$ cat src/rtl/sae_search_engine.sv
// Block-matching search engine: buffers one reference block, scans (2R+1)^2
// candidate blocks in raster order and reports the minimum SAE with its vector.
module sae_search_engine #(
    parameter int WORD_SIZE    = 8,
    parameter int BLOCK_PIXELS = 4,
    parameter int ROWS         = 1,
    parameter int SEARCH_RANGE = 1,
    parameter int MV_W         = 3,
    localparam int SAE_W       = WORD_SIZE + $clog2(BLOCK_PIXELS * ROWS)
) (
    input  logic                              clk,
    input  logic                              rst_n,
    input  logic                              early_exit_en,
    input  logic                              ref_valid,
    input  logic [BLOCK_PIXELS*WORD_SIZE-1:0] ref_data,
    output logic                              ref_ready,
    input  logic                              cand_valid,
    input  logic [BLOCK_PIXELS*WORD_SIZE-1:0] cand_data,
    output logic                              cand_ready,
    output logic                              res_valid,
    input  logic                              res_ready,
    output logic [MV_W-1:0]                   motion_vec_x,
    output logic [MV_W-1:0]                   motion_vec_y,
    output logic [SAE_W-1:0]                  min_sae,
    output logic                              early_exit
);

    localparam int DW = BLOCK_PIXELS * WORD_SIZE;
    localparam int N  = (2 * SEARCH_RANGE + 1) * (2 * SEARCH_RANGE + 1);
    localparam int RW = (ROWS > 1) ? $clog2(ROWS) : 1;
    localparam int CW = (N > 1) ? $clog2(N) : 1;
    localparam logic [MV_W-1:0] LAST_X    = MV_W'(2 * SEARCH_RANGE);
    localparam logic [RW-1:0]   LAST_ROW  = RW'(ROWS - 1);
    localparam logic [CW-1:0]   LAST_CAND = CW'(N - 1);

    typedef enum logic [1:0] {LOAD_REF, ACC, DRAIN, RESULT} state_t;

    state_t            state;
    logic [RW-1:0]     row_cnt;
    logic [MV_W-1:0]   x_cnt;
    logic [MV_W-1:0]   y_cnt;
    logic [CW-1:0]     cand_cnt;
    logic [SAE_W-1:0]  acc;
    logic [SAE_W-1:0]  best;
    logic [MV_W-1:0]   best_x;
    logic [MV_W-1:0]   best_y;
    logic              ee_lat;
    logic              early_flag;
    logic [DW-1:0]     ref_buf [2**RW];
    logic [DW-1:0]     ref_row;
    logic [SAE_W-1:0]  row_sae;
    logic [SAE_W-1:0]  new_sae;
    logic              better;
    logic              last_row;
    logic              last_cand;
    logic              x_wrap;
    logic              ref_xfer;
    logic              cand_xfer;

    function automatic logic [SAE_W-1:0] abs_diff(input logic [WORD_SIZE-1:0] a,
                                                  input logic [WORD_SIZE-1:0] b);
        return (a > b) ? SAE_W'(a - b) : SAE_W'(b - a);
    endfunction

    assign ref_ready  = (state == LOAD_REF);
    assign cand_ready = (state == ACC) || (state == DRAIN);
    assign ref_xfer   = ref_valid && ref_ready;
    assign cand_xfer  = cand_valid && cand_ready;
    assign last_row   = (row_cnt == LAST_ROW);
    assign last_cand  = (cand_cnt == LAST_CAND);
    assign x_wrap     = (x_cnt == LAST_X);
    assign ref_row    = ref_buf[row_cnt];

    always_comb begin
        row_sae = '0;
        for (int unsigned p = 0; p < BLOCK_PIXELS; p++)
            row_sae = row_sae + abs_diff(ref_row[p*WORD_SIZE +: WORD_SIZE],
                                         cand_data[p*WORD_SIZE +: WORD_SIZE]);
    end

    assign new_sae = acc + row_sae;
    assign better  = (new_sae < best);

    // Reference rows are plain storage; validity is tracked by the FSM.
    always_ff @(posedge clk) begin
        if (ref_xfer)
            ref_buf[row_cnt] <= ref_data;
    end

    always_ff @(posedge clk or negedge rst_n) begin
        if (!rst_n) begin
            state        <= LOAD_REF;
            row_cnt      <= '0;
            x_cnt        <= '0;
            y_cnt        <= '0;
            cand_cnt     <= '0;
            acc          <= '0;
            best         <= '1;
            best_x       <= '0;
            best_y       <= '0;
            ee_lat       <= 1'b0;
            early_flag   <= 1'b0;
            res_valid    <= 1'b0;
            motion_vec_x <= '0;
            motion_vec_y <= '0;
            min_sae      <= '0;
            early_exit   <= 1'b0;
        end else begin
            case (state)
                LOAD_REF: begin
                    if (ref_xfer) begin
                        if (row_cnt == '0)
                            ee_lat <= early_exit_en;
                        if (last_row) begin
                            state      <= ACC;
                            row_cnt    <= '0;
                            x_cnt      <= '0;
                            y_cnt      <= '0;
                            cand_cnt   <= '0;
                            acc        <= '0;
                            best       <= '1;
                            early_flag <= 1'b0;
                        end else begin
                            row_cnt <= row_cnt + RW'(1);
                        end
                    end
                end

                ACC, DRAIN: begin
                    if (cand_xfer) begin
                        if (!last_row) begin
                            row_cnt <= row_cnt + RW'(1);
                            if (state == ACC)
                                acc <= new_sae;
                        end else begin
                            row_cnt  <= '0;
                            acc      <= '0;
                            cand_cnt <= cand_cnt + CW'(1);
                            x_cnt    <= x_wrap ? '0 : x_cnt + MV_W'(1);
                            y_cnt    <= x_wrap ? y_cnt + MV_W'(1) : y_cnt;
                            if (state == ACC && better) begin
                                best   <= new_sae;
                                best_x <= x_cnt;
                                best_y <= y_cnt;
                            end
                            // The result registers take the winner including this
                            // candidate, so the update above is folded in here.
                            if (last_cand) begin
                                state      <= RESULT;
                                res_valid  <= 1'b1;
                                early_exit <= early_flag;
                                if (state == ACC && better) begin
                                    motion_vec_x <= x_cnt;
                                    motion_vec_y <= y_cnt;
                                    min_sae      <= new_sae;
                                end else begin
                                    motion_vec_x <= best_x;
                                    motion_vec_y <= best_y;
                                    min_sae      <= best;
                                end
                            end else if (state == ACC && ee_lat && new_sae == '0) begin
                                early_flag <= 1'b1;
                                state      <= DRAIN;
                            end
                        end
                    end
                end

                RESULT: begin
                    if (res_ready) begin
                        state     <= LOAD_REF;
                        res_valid <= 1'b0;
                        row_cnt   <= '0;
                    end
                end

                default: state <= LOAD_REF;
            endcase
        end
    end

endmodule

$ cat config.mk
export PLATFORM = sky130hd
export DESIGN_NAME = sae_search_engine
export DESIGN_NICKNAME = d
export VERILOG_FILES = /design/src/rtl/sae_search_engine.sv
export SDC_FILE = /design/constraint.sdc
export NUM_CORES = 1
export LEC_CHECK = 0
export ABC_AREA = 1
export CAP_MARGIN = 20
export CORE_UTILIZATION = 57
export CTS_CLUSTER_SIZE = 25
export DETAILED_ROUTE_END_ITERATION = 12
export HOLD_SLACK_MARGIN = 0.06
export PLACE_DENSITY = 0.9
export SETUP_SLACK_MARGIN = 0.1
export SYNTH_ARGS = -nofsm -noshare
export SYNTH_HDL_FRONTEND = slang
export SYNTH_SLANG_ARGS = --single-unit
$ cat constraint.sdc
create_clock -name clk -period 7.32 [get_ports clk]
set_input_delay 1.098 -clock clk [delete_from_list [all_inputs] [get_ports clk]]
set_output_delay 1.098 -clock clk [all_outputs]
set_load 0.02 [all_outputs]
==> metrics <==
critical path class input pin to flip-flop; row cnt 40; GPL Wtd Cong 0.9094; Final WS setup 0.1862 ns; H-tree levels 3; CP required 7.52 ns; Critical Path Max Stage Delay 0.56 ns; Final Max Tran Viols 0; First-pass DRT Iterations 5; IO Count 90; Synth area leader ha_1; mux share of post-synthesis cell area 0.6934%; cell family with most CP delay adder cells; #FFs+latches synth 80; DRC viols 0; Post-Synth XOR/XNOR Area 3.883%; Primary FF master, synth dfrtp_1; Clock Path Buffers 2; die span in y 114.5 um; worst-skew pair later-pin latency 0.35 ns; cell with the most instances after synthesis inv_1; critical path fanouts, max 8; CTS sink cnt 80; Post-Synthesis Cell Area 7218 um^2; Synth Area in Compound Gates 14.18%; Finished Layout Cells 1,193; share of cells above drive strength 1 11.90%; most frequent cells after synthesis inv_1 (191), nand2_1 (167), ha_1 (98); Setup-failing EPs final 0; root buffer cell clkbuf_16; startpoint types input pin; # diodes 0; fillers 812; Setup WS pre-CTS -0.1111 ns; Worst Path Buf+Inv 7; Port Buffers 89; top post-synthesis cells by area ha_1 (17%), edfxtp_1 (13%), dfrtp_1 (13%), inv_1 (9.9%), nand2_1 (8.7%); die width 114.5 um; worst endpoint data arrival time 7.33 ns; total global-route track usage 27.18%; period utilization 97.46%; Synth Area in Simple Gates 16.05%; number of routed nets with antenna violations 0; CTS tree done; net count after synthesis 1,096; sequential cell area fraction in the yosys report 30.13%; vias in the first global route 6,433; status finished, final reports clean; routed len/inst 15.03 um; Initial Util 59.35%; DRT iter0 DRCs 504; number of clock buffers inserted by TritonCTS 9; vias 6,460; Syn. warnings 0; Area after DPL 8436 um^2; WL final 17.94 mm; post-synth top area share 16.99%; Slowest cell on crit path fa_1; Setup crit end kind flip-flop; Synth cell types 45; HPWL after detailed placement 12.84 mm; final hold vios 0; main combinational cell family by area after synthesis adder cells; initial antenna violation count 0; die area 13,120 um^2; global-route wire length before repair 27.96 mm; min Tclk post-route 7.134 ns; Synth Instances 903; Clock transition at path regs 0.07 ns; hold_buf cts 0; Fmax 140.2 MHz; syn_area_per_cell 7.994 um^2; Post-synth EDFFs 32; Async SR Flop Fraction 60.00%; design area 9094 um^2; Slew HR 31.68%; Hold Crit Class flip-flop to flip-flop; max-cap viol count 0; nets 1,213; GR Overflow Total 0; Worst-Margin Slew 1.021 ns; core region area 12,160 um^2; adder-cell share of the synthesized area 23.92%; synth-to-layout area growth 25.98%; Vias/cell 5.415; largest net degree at the start of global routing 49; DP Cell Count 1,169; clk_skew 0.008702 ns
-- cells in the final DEF, fill, tap and decap left out, types with 4 or more instances in the layout --
cell             synthesis  layout
inv_2                    2       4
nand2_1                167     164
inv_1                  191     188
o21ai_0                 71      61
buf_4                    0      28
nand2_2                  7       9
nand3_2                  3       4
clkdlybuf4s50_1          0      88
nand3_1                 42      41
dfrtp_1                 38      38
mux2i_1                  5       5
a31oi_1                  5       5
o21ai_1                 10      12
ha_1                    98      84
nor2_2                   4       6
fa_1                    25      24
o211ai_1                 5       5
a21oi_1                 67      64
o21ai_2                  3      11
edfxtp_1                32      32
a21o_1                   6       6
xor2_1                  26      25
dfstp_2                 10      10
clkbuf_16                0      12
ha_4                     0      14
nor2_1                  32      30
nand4_1                  7       7
xnor2_1                  6       6
-- stage by stage --
| step | setup TNS [ns] | util, % | hold slack, ns |
|---|---|---|---|
| floorplan | 0 | - | 0.4479 |
| global placement | 0 | 69.36 | 0.4608 |
| detailed placement | -0.8160 | 69.36 | 0.4699 |
| CTS | 0 | 72.07 | 0.4907 |
| global route | -1.703 | 74.77 | 0.5061 |
| finish | 0 | 74.77 | 0.4872 |
-- per-layer routing --
layer / routed length (um) / GRT usage [%] / up-vias
met2: 9133 / 48.85 / 211
met3: 836 / 4.606 / 46
met1: 7472 / 32.13 / 3073
met5: 0 / 0 / -
met4: 493 / 11.17 / 0
li1: - / - / 3130
-- final timing paths --
check	from	end	slack (ns)	depth (start not counted)
setup / recovery	cand_data[9]	min_sae[0]	0.19	35
hold / removal	min_sae[4]	min_sae[4]	0.49	2
setup reg to reg	ref_buf[0][9]	min_sae[0]	1.02	33
hold reg to reg	min_sae[4]	min_sae[4]	0.49	2
max in group asynchronous	rst_n	best[7]	6.11	2
min in group asynchronous	rst_n	min_sae[0]	0.64	1
-- cell families (layout without fill, tap and decap cells) --
kind of cell             count (synthesis)  in the layout
AO/OA/AOI/OAI                          183            183
buffers and inverters                  210            332
adder cells (fa/ha/maj)                123            123
AND/OR/NAND/NOR                        270            270
XOR/XNOR                                32             32
multiplexers                             5              5
flip-flops                              80             80
-- final cells by class --
class | count | area [um^2] | area share, %
clock buffer | 13 | 304.0 | 3.343
clock inverter | 3 | 25.02 | 0.2752
inverter | 195 | 739.5 | 8.132
multi-input combinational | 613 | 4488 | 49.35
sequential | 80 | 2175 | 23.91
tap | 168 | 210.2 | 2.312
timing repair buffer | 121 | 1152 | 12.67
-- worst min-delay path, delay by kind of cell, from the launching register on --
kind / cells / cell delay [ns]
AO/OA/AOI/OAI: 1 / 0.06
flip-flops: 1 / 0.35
AND/OR/NAND/NOR: 1 / 0.05
-- state kept, by name (all words and copies together), names as in the netlist --
| register | count |
|---|---|
| motion_vec_x | 3 |
| y_cnt | 3 |
| min_sae | 10 |
| ee_lat | 1 |
| best_y | 3 |
| res_valid | 1 |
| cand_cnt | 4 |
| x_cnt | 3 |
| ref_buf | 32 |
| best_x | 3 |
| state | 2 |
| best | 10 |
| early_flag | 1 |
| motion_vec_y | 3 |
| early_exit | 1 |
-- timing repair --
action / in CTS / in global routing
gates resized for setup: 0 / 54
setup endpoints to repair: 0 / 32
endpoints found under the hold margin: 0 / 0
setup buffers: 0 / 6
Power is not shown: default switching activity piles up to over one toggle a cycle in this logic, so the estimate is an artifact.
==> patch 1, RTL diff (same flow settings) <==
Set the parameter `BLOCK_PIXELS` to 8 (it was 4).
--- a/src/rtl/sae_search_engine.sv
+++ b/src/rtl/sae_search_engine.sv
@@ -2,7 +2,7 @@
 // candidate blocks in raster order and reports the minimum SAE with its vector.
 module sae_search_engine #(
     parameter int WORD_SIZE    = 8,
-    parameter int BLOCK_PIXELS = 4,
+    parameter int BLOCK_PIXELS = 8,
     parameter int ROWS         = 1,
     parameter int SEARCH_RANGE = 1,
     parameter int MV_W         = 3,
Interface: changed (resized cand_data, min_sae and ref_data); port bits go from 90 to 155. The function was not compared with the original's and may differ.
==> patch 1 against the original RTL <==
- the run now fails in global routing
- synthesized area up 74%
==> patch 1: results (changes against the original RTL) <==
Max H-tree Level 4 (was 3); Synth Area in XOR/XNOR 4.68% (was 3.88%); adder-cell share of the synthesized area 27.6% (was 23.9%); HPWL Detailed 29000 um (was 12800 um); gr usage total 64.7%; gr ovfl total 2; largest net degree at the start of global routing 67; Compound-Gate Fraction of Synth Area 13.7% (was 14.2%); Synth warnings 0 (unchanged); Stop stage global routing; Post-synth EDFFs 64 (was 32); placer congestion estimate 0.928 (was 0.909); placed insts 2287 (was 1169); top_reg_cell synth edfxtp_1 (was dfrtp_1); port bufs 154 (was 89); Worst EP kind sequential cell input; GR repair worst EP motion_vec_y[2]$_DFFE_PN0P_/D; Log Error [ERROR GRT-0232] Routing congestion too high. Check the congestion heatmap in the GUI.; total CTS buffers 17 (was 9); Cell variety after synth 47 (was 45); root buf cell clkbuf_16 (unchanged); clk sink count 114 (was 80); status did not finish (was completed); syn_area_per_cell 7.90 sq um (was 7.99 sq um); clk buf depth 2 (unchanged); mux contribution to synthesized area 0.319% (was 0.693%); post-cts sizing count 106 (was 0); Net Count, Synth 1956 (was 1096); Setup Fix Bufs, Post-CTS 14 (was 0); fraction of registers with async set/reset 43.9% (was 60.0%); sequential fraction of the synthesis area 25.4% (was 30.1%); ranking of synthesized cells by area ha_1, edfxtp_1, fa_1 (was ha_1, edfxtp_1, dfrtp_1); Synth top cells by count inv_1, nand2_1, ha_1, a21oi_1, o21ai_0 (was inv_1, nand2_1, ha_1, o21ai_0, a21oi_1)
==> patch 1: cell types whose count changed after synthesis, sizes merged, moves of 7 or more <==
cell,unedited run,this run
nand4,7,17
a21oi,67,117
xor2,26,44
buf,7,22
xnor2,6,23
fa,25,69
nor2,36,51
nand2,176,337
o211ai,5,12
inv,193,371
o21ai,84,124
ha,98,166
edfxtp,32,64
o221ai,0,10
==> patch 1: logic make-up after synthesis <==
group,Yosys count
buffers and inverters,407
AND/OR/NAND/NOR,463
XOR/XNOR,67
flip-flops,114
multiplexers,4
adder cells (fa/ha/maj),235
AO/OA/AOI/OAI,297
==> patch 1: through the flow <==
stage	utilization (%)	area, sq um	setup WS (ps)	TNS [ps]
2_1_floorplan	-	12500	275	0
3_3_place_gp	77.5	16500	-449	-13050
3_5_place_dp	77.5	16500	-850	-26630
4_1_cts	82.6	17600	41.2	0
==> patch 1: per-layer routing <==
metal,GRT overflow,GRT usage [%]
met1,0,64.6
met3,0,45.1
met4,1,61.9
met2,1,86.1
met5,0,13.2
==> patch 2, RTL diff (config.mk and constraints unchanged) <==
Without the edit above. Make the reset (`rst_n`) synchronous in one clocked block.
--- a/src/rtl/sae_search_engine.sv
+++ b/src/rtl/sae_search_engine.sv
@@ -87,7 +87,7 @@
             ref_buf[row_cnt] <= ref_data;
     end
 
-    always_ff @(posedge clk or negedge rst_n) begin
+    always_ff @(posedge clk) begin
         if (!rst_n) begin
             state        <= LOAD_REF;
             row_cnt      <= '0;
Function: differs if rst_n is asserted again (counterexample within 4 cycles, from zero or initial values and one cycle with rst_n low); with rst_n held inactive, the same outputs for 4 cycles.
==> patch 2 against the original RTL <==
- clock skew is essentially flat
- wire length grew 6.4%
- final area up 2.5%
- synthesized area up 1.2%
- die area is 1.2% higher
- sequential cell count unchanged
- critical path depth shrank 2
- setup slack lost 100 ps
Power is not shown: default switching activity piles up to over one toggle a cycle in this logic, so the estimate is an artifact.
==> patch 2: results (changes against the original RTL) <==
area grow syn2layout 27.6% (was 26.0%); status completed (unchanged); Worst Path Max Fanout 9 (was 8); Max-Slew Margin vs Limit 54.5% (was 31.7%); ranking of synthesized cells by area ha_1, dfxtp_1, edfxtp_1 (was ha_1, edfxtp_1, dfrtp_1); top_reg_cell synth dfxtp_1 (was dfrtp_1); fraction of registers with async set/reset 0% (was 60.0%); Synth Area in XOR/XNOR 3.84% (was 3.88%); Post-DP Area 8660 sq um (was 8440 sq um); filler cell count 834 (was 812); clk_skew 9.04 ps (was 8.70 ps); GRT met3 Usage 6.22% (was 4.61%); share of layout cells above drive strength 1 13.6% (was 11.9%); RR Startpoint ref_buf[0][1] (was ref_buf[0][9]); WL met3 1320 um (was 836 um); vias in the first global route 6437 (was 6433); post-cts sizing count 1 (was 0); DR WL met2 9480 um (was 9130 um); Compound-Gate Fraction of Synth Area 16.1% (was 14.2%); worst-case reg-to-reg path depth 38 (was 33); gr usage total 26.9% (was 27.2%); Hold Startpoint ee_lat (was min_sae[4]); largest stage delay on the critical path 590 ps (was 560 ps); WL met1 7530 um (was 7470 um); mux contribution to synthesized area 0.582% (was 0.693%)
patch 2: cell count changes after synthesis, moves of 7 or more:
cell,unedited run,this run
a21oi_1,67,80
dfrtp_1,38,0
dfstp_2,10,0
dfxtp_1,0,48
inv_1,191,219
nand2_1,167,143
nand3_1,42,35
nor2_1,32,55
o211ai_1,5,12
o21ai_0,71,79
patch 2: per-stage QoR:
step / hold WS, ps / setup TNS (ps) / instances
2_1_floorplan: 429 / 0 / 960
3_3_place_gp: 451 / -259 / 1244
3_5_place_dp: 461 / -4600 / 1244
4_1_cts: 470 / 0 / 1260
5_1_grt: 511 / -1980 / 1267
6_report: 470 / 0 / 1267
patch 2: layout make-up:
class,instances,area [sq um],share of cell area [%]
timing repair buffer,143,1350,14.5
multi-input combinational,639,4720,50.7
timing repair inverter,1,6.26,0.0671
sequential,80,1920,20.6
clock buffer,11,243,2.60
inverter,220,831,8.91
clock inverter,5,37.5,0.403
tap,168,210,2.25
